===== config.mk =====
export PLATFORM = sky130hd
export DESIGN_NAME = ps2_key_rx
export DESIGN_NICKNAME = d
export VERILOG_FILES = /design/src/rtl/ps2_key_rx.sv
export SDC_FILE = /design/constraint.sdc
export NUM_CORES = 1
export LEC_CHECK = 0
export CAP_MARGIN = 20
export CORE_UTILIZATION = 42
export DETAILED_ROUTE_END_ITERATION = 8
export HOLD_SLACK_MARGIN = 0.02
export PLACE_DENSITY = 0.62
export RECOVER_POWER = 25
export SLEW_MARGIN = 30
export SYNTH_ARGS = -nofsm -noshare
export SYNTH_HDL_FRONTEND = slang
export SYNTH_SLANG_ARGS = --single-unit

===== constraint.sdc =====
create_clock -name clk_sys -period 4.2 [get_ports clk_sys]
set_clock_uncertainty 0.1 [all_clocks]
set_input_delay 0.84 -clock clk_sys [delete_from_list [all_inputs] [get_ports clk_sys]]
set_output_delay 0.84 -clock clk_sys [all_outputs]
set_load 0.02 [all_outputs]

===== src/rtl/ps2_key_rx.sv =====
// PS/2 keyboard receiver: synchronizes and filters the pins, deframes 11-bit
// device-to-host frames and folds E0/F0/E1 prefixes into an 11-bit key event word.
module ps2_key_rx #(
  parameter int FILT_LEN = 8,
  parameter int TIMEOUT  = 24000,
  parameter int TO_W     = 15
) (
  input  logic        clk_sys,
  input  logic        reset,
  input  logic        ps2_clk,
  input  logic        ps2_dat,
  output logic [10:0] ps2_key,
  output logic        byte_stb,
  output logic [7:0]  byte_dat,
  output logic        frame_err
);

  localparam int FC_W = $clog2(FILT_LEN + 1);

  localparam logic [1:0] IDLE   = 2'd0;
  localparam logic [1:0] DATA   = 2'd1;
  localparam logic [1:0] PARITY = 2'd2;
  localparam logic [1:0] STOP   = 2'd3;

  logic [1:0]      clk_sync;
  logic [1:0]      dat_sync;
  logic            filt;
  logic [FC_W-1:0] filt_cnt;
  logic            fall;
  logic [1:0]      state;
  logic [2:0]      bit_cnt;
  logic [7:0]      shreg;
  logic            par;
  logic [TO_W-1:0] to_cnt;
  logic            rx_valid;
  logic [7:0]      rx_byte;
  logic            ext;
  logic            brk;
  logic [2:0]      skip;

  wire ck  = clk_sync[1];
  wire dat = dat_sync[1];

  // Odd parity: data bits plus parity bit must hold an odd number of ones.
  function automatic logic odd_parity_ok(input logic [7:0] d, input logic p);
    return ^{d, p};
  endfunction

  function automatic logic is_response(input logic [7:0] b);
    logic r;
    case (b)
      8'hAA, 8'hFA, 8'hEE, 8'hFE, 8'hFC, 8'h00, 8'hFF: r = 1'b1;
      default: r = 1'b0;
    endcase
    return r;
  endfunction

  // Two-flop synchronizers; idle PS/2 lines sit high.
  always_ff @(posedge clk_sys) begin
    if (reset) begin
      clk_sync <= 2'b11;
      dat_sync <= 2'b11;
    end else begin
      clk_sync <= {clk_sync[0], ps2_clk};
      dat_sync <= {dat_sync[0], ps2_dat};
    end
  end

  // Glitch filter: filt_cnt counts consecutive samples that differ from the filtered level.
  always_ff @(posedge clk_sys) begin
    if (reset) begin
      filt     <= 1'b1;
      filt_cnt <= '0;
      fall     <= 1'b0;
    end else begin
      fall <= 1'b0;
      if (ck == filt) begin
        filt_cnt <= '0;
      end else if (filt_cnt == FC_W'(FILT_LEN - 1)) begin
        filt     <= ck;
        filt_cnt <= '0;
        fall     <= filt;
      end else begin
        filt_cnt <= filt_cnt + {{(FC_W-1){1'b0}}, 1'b1};
      end
    end
  end

  // Frame deserializer with mid-frame timeout.
  always_ff @(posedge clk_sys) begin
    if (reset) begin
      state     <= IDLE;
      bit_cnt   <= 3'd0;
      shreg     <= 8'h00;
      par       <= 1'b0;
      to_cnt    <= '0;
      rx_valid  <= 1'b0;
      rx_byte   <= 8'h00;
      frame_err <= 1'b0;
    end else begin
      rx_valid  <= 1'b0;
      frame_err <= 1'b0;
      if (state == IDLE || fall) begin
        to_cnt <= '0;
      end else begin
        to_cnt <= to_cnt + {{(TO_W-1){1'b0}}, 1'b1};
      end
      if (state != IDLE && !fall && to_cnt == TO_W'(TIMEOUT)) begin
        state     <= IDLE;
        frame_err <= 1'b1;
      end else if (fall) begin
        case (state)
          IDLE: begin
            bit_cnt <= 3'd0;
            state   <= dat ? IDLE : DATA;
          end
          DATA: begin
            shreg   <= {dat, shreg[7:1]};
            bit_cnt <= bit_cnt + 3'd1;
            state   <= (bit_cnt == 3'd7) ? PARITY : DATA;
          end
          PARITY: begin
            par   <= dat;
            state <= STOP;
          end
          STOP: begin
            if (dat && odd_parity_ok(shreg, par)) begin
              rx_valid <= 1'b1;
              rx_byte  <= shreg;
            end else begin
              frame_err <= 1'b1;
            end
            state <= IDLE;
          end
          default: state <= IDLE;
        endcase
      end else begin
        state <= state;
      end
    end
  end

  // Prefix/skip decoder; errors flush any partially collected sequence.
  always_ff @(posedge clk_sys) begin
    if (reset) begin
      ps2_key  <= 11'h000;
      byte_stb <= 1'b0;
      byte_dat <= 8'h00;
      ext      <= 1'b0;
      brk      <= 1'b0;
      skip     <= 3'd0;
    end else begin
      byte_stb <= rx_valid;
      if (frame_err) begin
        ext  <= 1'b0;
        brk  <= 1'b0;
        skip <= 3'd0;
      end else if (rx_valid) begin
        byte_dat <= rx_byte;
        if (skip != 3'd0) begin
          skip <= skip - 3'd1;
        end else if (rx_byte == 8'hE1) begin
          skip <= 3'd7;
          ext  <= 1'b0;
          brk  <= 1'b0;
        end else if (rx_byte == 8'hE0) begin
          ext <= 1'b1;
        end else if (rx_byte == 8'hF0) begin
          brk <= 1'b1;
        end else if (!ext && !brk && is_response(rx_byte)) begin
          skip <= skip;
        end else begin
          ps2_key <= {~ps2_key[10], ~brk, ext, rx_byte};
          ext     <= 1'b0;
          brk     <= 1'b0;
        end
      end else begin
        skip <= skip;
      end
    end
  end

endmodule

Word level (Yosys, flattened, before mapping) --
Index checks and enable logic that the tools add are counted.
Cells by class: equality and inequality tests 20, $add $sub $neg 4, mux-type cells 26, reductions and logical operators 33, bitwise operators 13
Operators with widths (number):
- 8-bit equality test, second input constant | 9
- 1-bit 2-to-1 mux | 21
- 15-bit by 1-bit adder with 15-bit output, second input constant | 1
- 15-bit equality test, second input constant | 1
- 1-bit NOT | 13
- 4-bit AND reduction | 3
- 3-bit != test, second input constant | 3
- 3-bit AND reduction | 3
- 9-bit XOR reduction | 1
- 8-bit logical NOT | 1
- 2-bit case mux with 4 select lines | 1
- 7-bit AND reduction | 1
- 7-bit OR reduction | 1
- 3-bit 2-to-1 mux | 2
- 3-bit case mux with 2 select lines | 1
- 2-bit AND reduction | 3
- 2-bit nonzero test | 3
- 2-bit OR reduction | 3
- 3-bit OR reduction | 2
- 1-bit logical AND | 5
- 4-bit by 1-bit adder with 4-bit output, second input constant | 1
- 2-bit equality test, second input constant | 2
- 4-bit by 3-bit equality test with 1-bit output, second input constant | 1
- 4-bit OR reduction | 1
- 11 further kinds | 13
Word-level totals: register bits 74, logic and storage cells 115, output and inout port bits 21

Logic depth before layout (Yosys ltp) --
Gate-level depths: netlist of run 1.
depth after elaboration 15, mapped depth 7, depth with buffers taken out 7

Worst setup path after synthesis of run 1 --
Ideal clock, no wire load.
path type reg-to-reg, start register rx_byte[2], end register ps2_key[10], arrival 1.811 ns, clock period less this slack 2.034 ns, setup slack 2.166 ns, data required time 3.977 ns, path buffers 1, cell stages (with the launch flop) 7, cell sequence dfxtp_1 -> or3_1 -> a211o_1 -> o311a_1 -> o31ai_2 -> buf_6 -> mux2_1
Between the ends: longest elaborated chain between the ends 13
Ends and longest elaborated chain:
- start, declared | line 36 | logic [7:0] rx_byte;
- start signal, assigned | line 129 | rx_byte <= shreg;
- 8-bit equality test / 8-bit logical NOT (equally long branches) | line 51 | case (b)
- 7-bit OR reduction | line 51
- 1-bit 2-to-1 mux | line 51
- 1-bit 2-to-1 mux | line 168 | end else if (rx_byte == 8'hF0) begin
- 1-bit 2-to-1 mux | line 166 | end else if (rx_byte == 8'hE0) begin
- 1-bit 2-to-1 mux | line 162 | end else if (rx_byte == 8'hE1) begin
- 1-bit 2-to-1 mux | line 160 | if (skip != 3'd0) begin
- 1-bit 2-to-1 mux | line 158 | end else if (rx_valid) begin
- 1-bit 2-to-1 mux | line 154 | if (frame_err) begin
- 1-bit 2-to-1 mux | line 145 | if (reset) begin
- 1-bit logical AND | line 170 | end else if (!ext && !brk && is_response(rx_byte)) begin
- 1-bit NOT (no source line)
- 7-bit AND reduction (no source line) (*)
- end signal, assigned | line 173 | ps2_key <= {~ps2_key[10], ~brk, ext, rx_byte};
- end, declared | line 12 | output logic [10:0] ps2_key,
Every way passes the cells marked *; elsewhere a longest branch is shown, timed or not. The select of a mux whose other input is x is not followed. A chain may end at the register's enable or synchronous reset.

Worst setup path in the final report of run 1 --
start input port reset, end register state[0]
Between the ends: longest elaborated chain between the ends 1
Ends and longest elaborated chain:
- start, declared | line 9 | input logic reset,
- 2-bit OR reduction (no source line)
- end signal, assigned | line 115 | state <= dat ? IDLE : DATA;
- end signal, assigned | line 120 | state <= (bit_cnt == 3'd7) ? PARITY : DATA;
- end signal, assigned | line 138 | state <= state;
- end, declared | line 30 | logic [1:0] state;
Every way passes these cells.

==> results.sh, run 1 <==
export IMPL_reg2reg_from="rx_byte[4]"
export IMPL_maxCapViolCount=1
export IMPL_nFillCells=725
export IMPL_die_w_um=89.0
export IMPL_synth_compound_area_share_pct=6.42
export IMPL_arrival_ns=3.10
export IMPL_setup_viol_count_final=0
export IMPL_syn_inst=344
export IMPL_dp_slack_ns=1.55
export IMPL_wl_per_cell_um=12.1
export IMPL_die_area_sq_um=7920
export IMPL_synth_xor_xnor_area_share_pct=7.25
export IMPL_boundaryPins=25
export IMPL_slew_viol_final=51
export IMPL_fmax_mhz=336
export IMPL_routed_wl_um=5630
export IMPL_slowest_stage="clkbuf_1"
export IMPL_synth_distinct_cells=43
export IMPL_cts_hold_buf=0
export IMPL_io_buffer_count=24
export IMPL_gp_congestion=0.724
export IMPL_grt_max_degree=51
export IMPL_placedCellCount=452
export IMPL_rows=31
export IMPL_final_nets=375
export IMPL_coreArea_sq_um=7290
export IMPL_crit_path_start="reset"
export IMPL_hold_class="flop to flop"
export IMPL_cpPeakStageDelay_ns=1.37
export IMPL_cts_sinks=74
export IMPL_yosysWarningCount=0
export IMPL_area_growth_pct=16.7
export IMPL_track_usage_pct=16.1
export IMPL_crit_path_cell_trace="clkbuf_1 > clkbuf_1 > nand2b_1 > nor3_1"
export IMPL_yosysMostFrequentCell="dfxtp_1"
export IMPL_ctsResizeCount=0
export IMPL_power_total_mw=1.37
export IMPL_hp_start="dat_sync[0]"
export IMPL_status="finished with violations"
export IMPL_drtIter0Drc=112
export IMPL_synth_fa_ha_area_share_pct=2.76
export IMPL_synth_ff_type="dfxtp_1"
export IMPL_grt_overflow=0
export IMPL_grt_pass1_vias=2084
export IMPL_final_core_util_pct=50.9
export IMPL_finish_instance_area_sq_um=3710
export IMPL_drive_gt1_share_pct=6.25
export IMPL_critical_path_required_ns=4.33
export IMPL_rsz0062_at_grt="no"
export IMPL_crit_fanout=50
export IMPL_synthTopCellsByArea="dfxtp_1, mux2i_1, nor2_1"
export IMPL_hold_viol=0
export IMPL_dpl_hpwl_um=3770
export IMPL_worst_setup_path_end_kind="flop"
export IMPL_startpoint_type="primary input"
export IMPL_synth_area_sq_um=3180
export IMPL_worst_slew_pin_transition_ns=1.95
export IMPL_fin_cells=467
export IMPL_drc=0
export IMPL_leakage_nw=1.49
export IMPL_synthMuxAreaShare_pct=8.94
export IMPL_synthTopCellsByCount="dfxtp_1, nor2_1, nand2_1"
export IMPL_synth_largest_area_cell="dfxtp_1"
export IMPL_async_reset_ff_share_pct=0
export IMPL_synth_simple_area_share_pct=24.9
export IMPL_syn_area_per_cell_sq_um=9.23
export IMPL_htreeDepth=3
export IMPL_vias_per_cell=4.92
export IMPL_cts_inserted_buffers=9
export IMPL_whs_ns=0.312
export IMPL_dr_pass1_iters=5
export IMPL_root_buffer="clkbuf_8"
export IMPL_ant_nets=0
export IMPL_synth_fp_nets=355
export IMPL_vias=2298
export IMPL_worst_ir_drop_vdd_v=0.000145
export IMPL_synth_edf_count=0
export IMPL_grt_pass1_wl_um=9640
export IMPL_die_h_um=89.0
export IMPL_seq_area_sq_um=1480
export IMPL_grt_antenna_before_repair=0
export IMPL_violations="max-capacitance violations, max-slew violations"
export IMPL_postCtsSetupBuffers=0
export IMPL_seq_area_frac_synth_pct=46.6
export IMPL_placed_cell_area_sq_um=3470
export IMPL_timing_final_crit_share_pct=70.8
export IMPL_synth_top_family_by_area="simple AND/OR/NAND/NOR gates"
export IMPL_tritoncts="built"
export IMPL_crit_path_frequent_cell="clkbuf_1"
export IMPL_slew_headroom_pct=-29.9
export IMPL_critPathKind="primary input to flop"
export IMPL_clk_pin_slew_ns=0.07
export IMPL_min_period_ns=2.97
export IMPL_cts_buffer_depth=2
export IMPL_ys_seq_elements=74
export IMPL_clk_latency_ns=0.35
export IMPL_start_util_pct=43.6
export IMPL_n_antenna_cell=0
export IMPL_setup_ws_ns=1.23
export IMPL_yosys_area_top_type_share_pct=46.6
export IMPL_multiInputGateArea_sq_um=1600
export IMPL_tns_ns=0
export IMPL_power_density_nw_per_um2=371
## worst max-delay path, delay by kind of cell
kind	cells	cell delay, ns
buffers and inverters	2	1.96
AND/OR/NAND/NOR	2	0.31
## final timing paths
path,to,slack (ns),depth (start not counted)
max,state[0],1.23,4
min,dat_sync[1],0.31,1
max reg2reg,ps2_key[10],1.81,5
min reg2reg,dat_sync[1],0.31,1
## final cells by class
type	instances	area share (%)
clock buffers	10	3.44
inverters	8	0.810
flip-flops and latches	74	39.9
well taps	99	3.34
repair buffers	25	6.41
multi-input cells	246	43.3
clock inverters	5	2.80
## power breakdown
part | switching [mW] | internal [mW] | leakage, nW
Clock | 0.255 | 0.391 | 0.116
Sequential | 0.00174 | 0.704 | 0.597
Combinational | 0.0129 | 0.00910 | 0.780
## logic make-up (layout without fill, tap and decap cells)
logic type,count (synthesis),in the layout
buffers and inverters,24,48
AOI/OAI and AO/OA,31,31
DFF,74,74
and+or+nand+nor,158,158
muxes,27,27
adders and majority gates,7,7
xor gates and xnor gates,23,23
## per-layer routing
metal	vias to the layer above	part of all wire (%)	wire [um]	track usage (%)
met4	0	2.0	115	7.79
met1	1062	53	2980	22.0
met2	25	42	2370	23.6
met5	-	0	0	0
li1	1198	-	-	-
met3	13	3.0	168	4.16
## state kept, by name, summed over array words and instances, names as in the netlist, 2 cells and up, named ones only
register  cells
to_cnt       15
ps2_key      11
byte_dat      8
rx_byte       8
shreg         8
filt_cnt      4
bit_cnt       3
skip          3
clk_sync      2
dat_sync      2
## cell usage in the layout, fill, tap and decap left out, drive strengths merged, types with 4 or more instances in the layout
cell / instances
xor2: 15
clkdlybuf4s50: 23
o21ai: 4
a21oi: 15
clkbuf: 12
nor3: 5
mux2i: 26
nand4: 4
or2: 5
xnor2: 6
nor2b: 8
nand2: 29
nor2: 52
inv: 8
dfxtp: 74
nand3: 13
ha: 7
nand2b: 21
Note: power is estimated with default switching activity, not from simulation.
==> run 2, diff against run 1 <==
clock period = 2.8 ns   (was 4.2 ns; I/O delays follow)
==> run 2 against run 1 <==
The run now ends clean. First-iteration DRC count fell by 21%. Setup slack got worse by 0.51 ns. Cell count rose by 0.64%. Final area barely moved. Critical path depth rose by 2. Core utilization barely moved. Die area did not move.
==> results.sh, run 2 (synthesis results as in run 1) <==
export IMPL_tns_ns=0
export IMPL_power_density_nw_per_um2=542
export IMPL_cts_buffer_depth=2
export IMPL_maxCapViolCount=0
export IMPL_p_switching_uw=430
export IMPL_p_int_mw=1.58
export IMPL_die_w_um=89.0
export IMPL_rows=31
export IMPL_wl_per_cell_um=12.0
export IMPL_arrival_ns=2.26
export IMPL_cts_hold_buf=0
export IMPL_worst_slew_pin_transition_ns=0.934
export IMPL_final_common_cell="dfxtp_1"
export IMPL_crit_fanout=11
export IMPL_grt_antenna_before_repair=0
export IMPL_setup_viol_count_final=0
export IMPL_timing_final_crit_share_pct=74.5
export IMPL_cts_inserted_buffers=9
export IMPL_drc=0
export IMPL_reg_largest_list="to_cnt: 15 flops, ps2_key: 11 flops"
export IMPL_top_register="to_cnt"
export IMPL_slew_headroom_pct=37.7
export IMPL_clkPwrFrac_pct=45.7
export IMPL_htreeDepth=3
export IMPL_leakage_nw=1.50
export IMPL_ctsResizeCount=0
export IMPL_ant_nets=0
export IMPL_status="finished clean"
export IMPL_drive_gt1_share_pct=7.55
export IMPL_dpl_hpwl_um=3800
export IMPL_grt_max_degree=28
export IMPL_start_util_pct=43.6
export IMPL_routed_wl_um=5620
export IMPL_crit_path_start="rx_byte[4]"
export IMPL_combPwrFrac_pct=1.7
export IMPL_clk_pin_slew_ns=0.08
export IMPL_hold_class="flop to flop"
export IMPL_largest_reg_flops=15
export IMPL_critical_path_required_ns=2.97
export IMPL_grt_overflow=0
export IMPL_power_total_mw=2.01
export IMPL_vias=2301
export IMPL_rsz0062_at_grt="no"
export IMPL_startpoint_type="flop"
export IMPL_track_usage_pct=15.9
export IMPL_n_antenna_cell=0
export IMPL_worst_setup_path_end_kind="flop"
export IMPL_fmax_mhz=480
export IMPL_slew_viol_final=0
export IMPL_boundaryPins=25
export IMPL_setup_ws_ns=0.715
export IMPL_tritoncts="built"
export IMPL_placed_cell_area_sq_um=3490
export IMPL_die_area_sq_um=7920
export IMPL_rrSetupSlack_ns=0.71
export IMPL_io_buffer_count=24
export IMPL_root_buffer="clkbuf_8"
export IMPL_timing_rr_end="ps2_key[7]"
export IMPL_critPathCapture="ps2_key[7]"
export IMPL_die_h_um=89.0
export IMPL_clk_latency_ns=0.34
export IMPL_reg2reg_from="rx_byte[4]"
export IMPL_critPathKind="flop to flop"
export IMPL_vias_per_cell=4.90
export IMPL_dr_pass1_iters=4
export IMPL_grt_pass1_vias=2065
export IMPL_coreArea_sq_um=7290
export IMPL_postCtsSetupBuffers=0
export IMPL_cts_sinks=74
export IMPL_switching_share_pct=21.4
export IMPL_pwr_share_seq_pct=52.6
export IMPL_layout_common_cells="dfxtp_1, nor2_1, nand2_1, mux2i_1, clkdlybuf4s50_1"
export IMPL_final_nets=377
export IMPL_finish_instance_area_sq_um=3710
export IMPL_min_period_ns=2.09
export IMPL_dp_slack_ns=0.732
export IMPL_grt_pass1_wl_um=9540
export IMPL_hold_viol=0
export IMPL_drtIter0Drc=89
export IMPL_worst_ir_drop_vdd_v=0.000246
export IMPL_reg2reg_depth=6
export IMPL_gp_congestion=0.717
export IMPL_area_growth_pct=16.8
## run 2: routing by layer
metal / up-vias / GRT usage, % / wire, um
li1: 1207 / - / -
met1: 1062 / 21.6 / 2960
met2: 28 / 23.6 / 2450
met3: 4 / 3.60 / 166
met4: 0 / 8.37 / 49
met5: - / 0 / 0
## run 2: layout make-up
type	instances	area [sq um]
fillers	722	3580
multi-input cells	246	1600
flip-flops and latches	74	1480
repair buffers	27	256
clock buffers	9	124
well taps	99	124
clock inverters	7	100
inverters	8	30.0
## run 2: how the worst min path moves through the flow
stage,endpoint,startpoint,depth (start not counted),slack [ns]
6_report,dat_sync[1],dat_sync[0],1,0.31
5_1_grt,clk_sync[1],clk_sync[0],1,0.32
4_1_cts,dat_sync[1],dat_sync[0],1,0.32
3_5_place_dp,dat_sync[1],dat_sync[0],1,0.30
3_3_place_gp,dat_sync[1],dat_sync[0],1,0.29
2_1_floorplan,clk_sync[1],clk_sync[0],1,0.29
## run 2: metrics by stage
| step | utilization, % | instances | hold slack (ns) |
|---|---|---|---|
| finish | 50.9 | 470 | 0.311 |
| global route | 50.9 | 470 | 0.324 |
| CTS | 50.9 | 470 | 0.320 |
| detailed placement | 47.8 | 454 | 0.299 |
| global placement | 47.8 | 454 | 0.292 |
| floorplan | - | 344 | 0.289 |
## run 2: power by group through the flow
stage	sequential, mW	clock, mW	combinational [mW]
after global placement	1.08	0	0.0344
after detailed placement	1.08	0	0.0343
after floorplan	1.08	0	0.0218
final	1.06	0.920	0.0336
after global routing	1.06	1.00	0.0375
after CTS	1.06	0.956	0.0343
## run 2: worst max-delay path, cell delays in order, from the launching register on
cell,delay [ns]
dfxtp_1,0.42
or3_1,0.38
a211o_1,0.29
o311a_1,0.15
o31ai_2,0.24
buf_4,0.24
mux2i_1,0.20
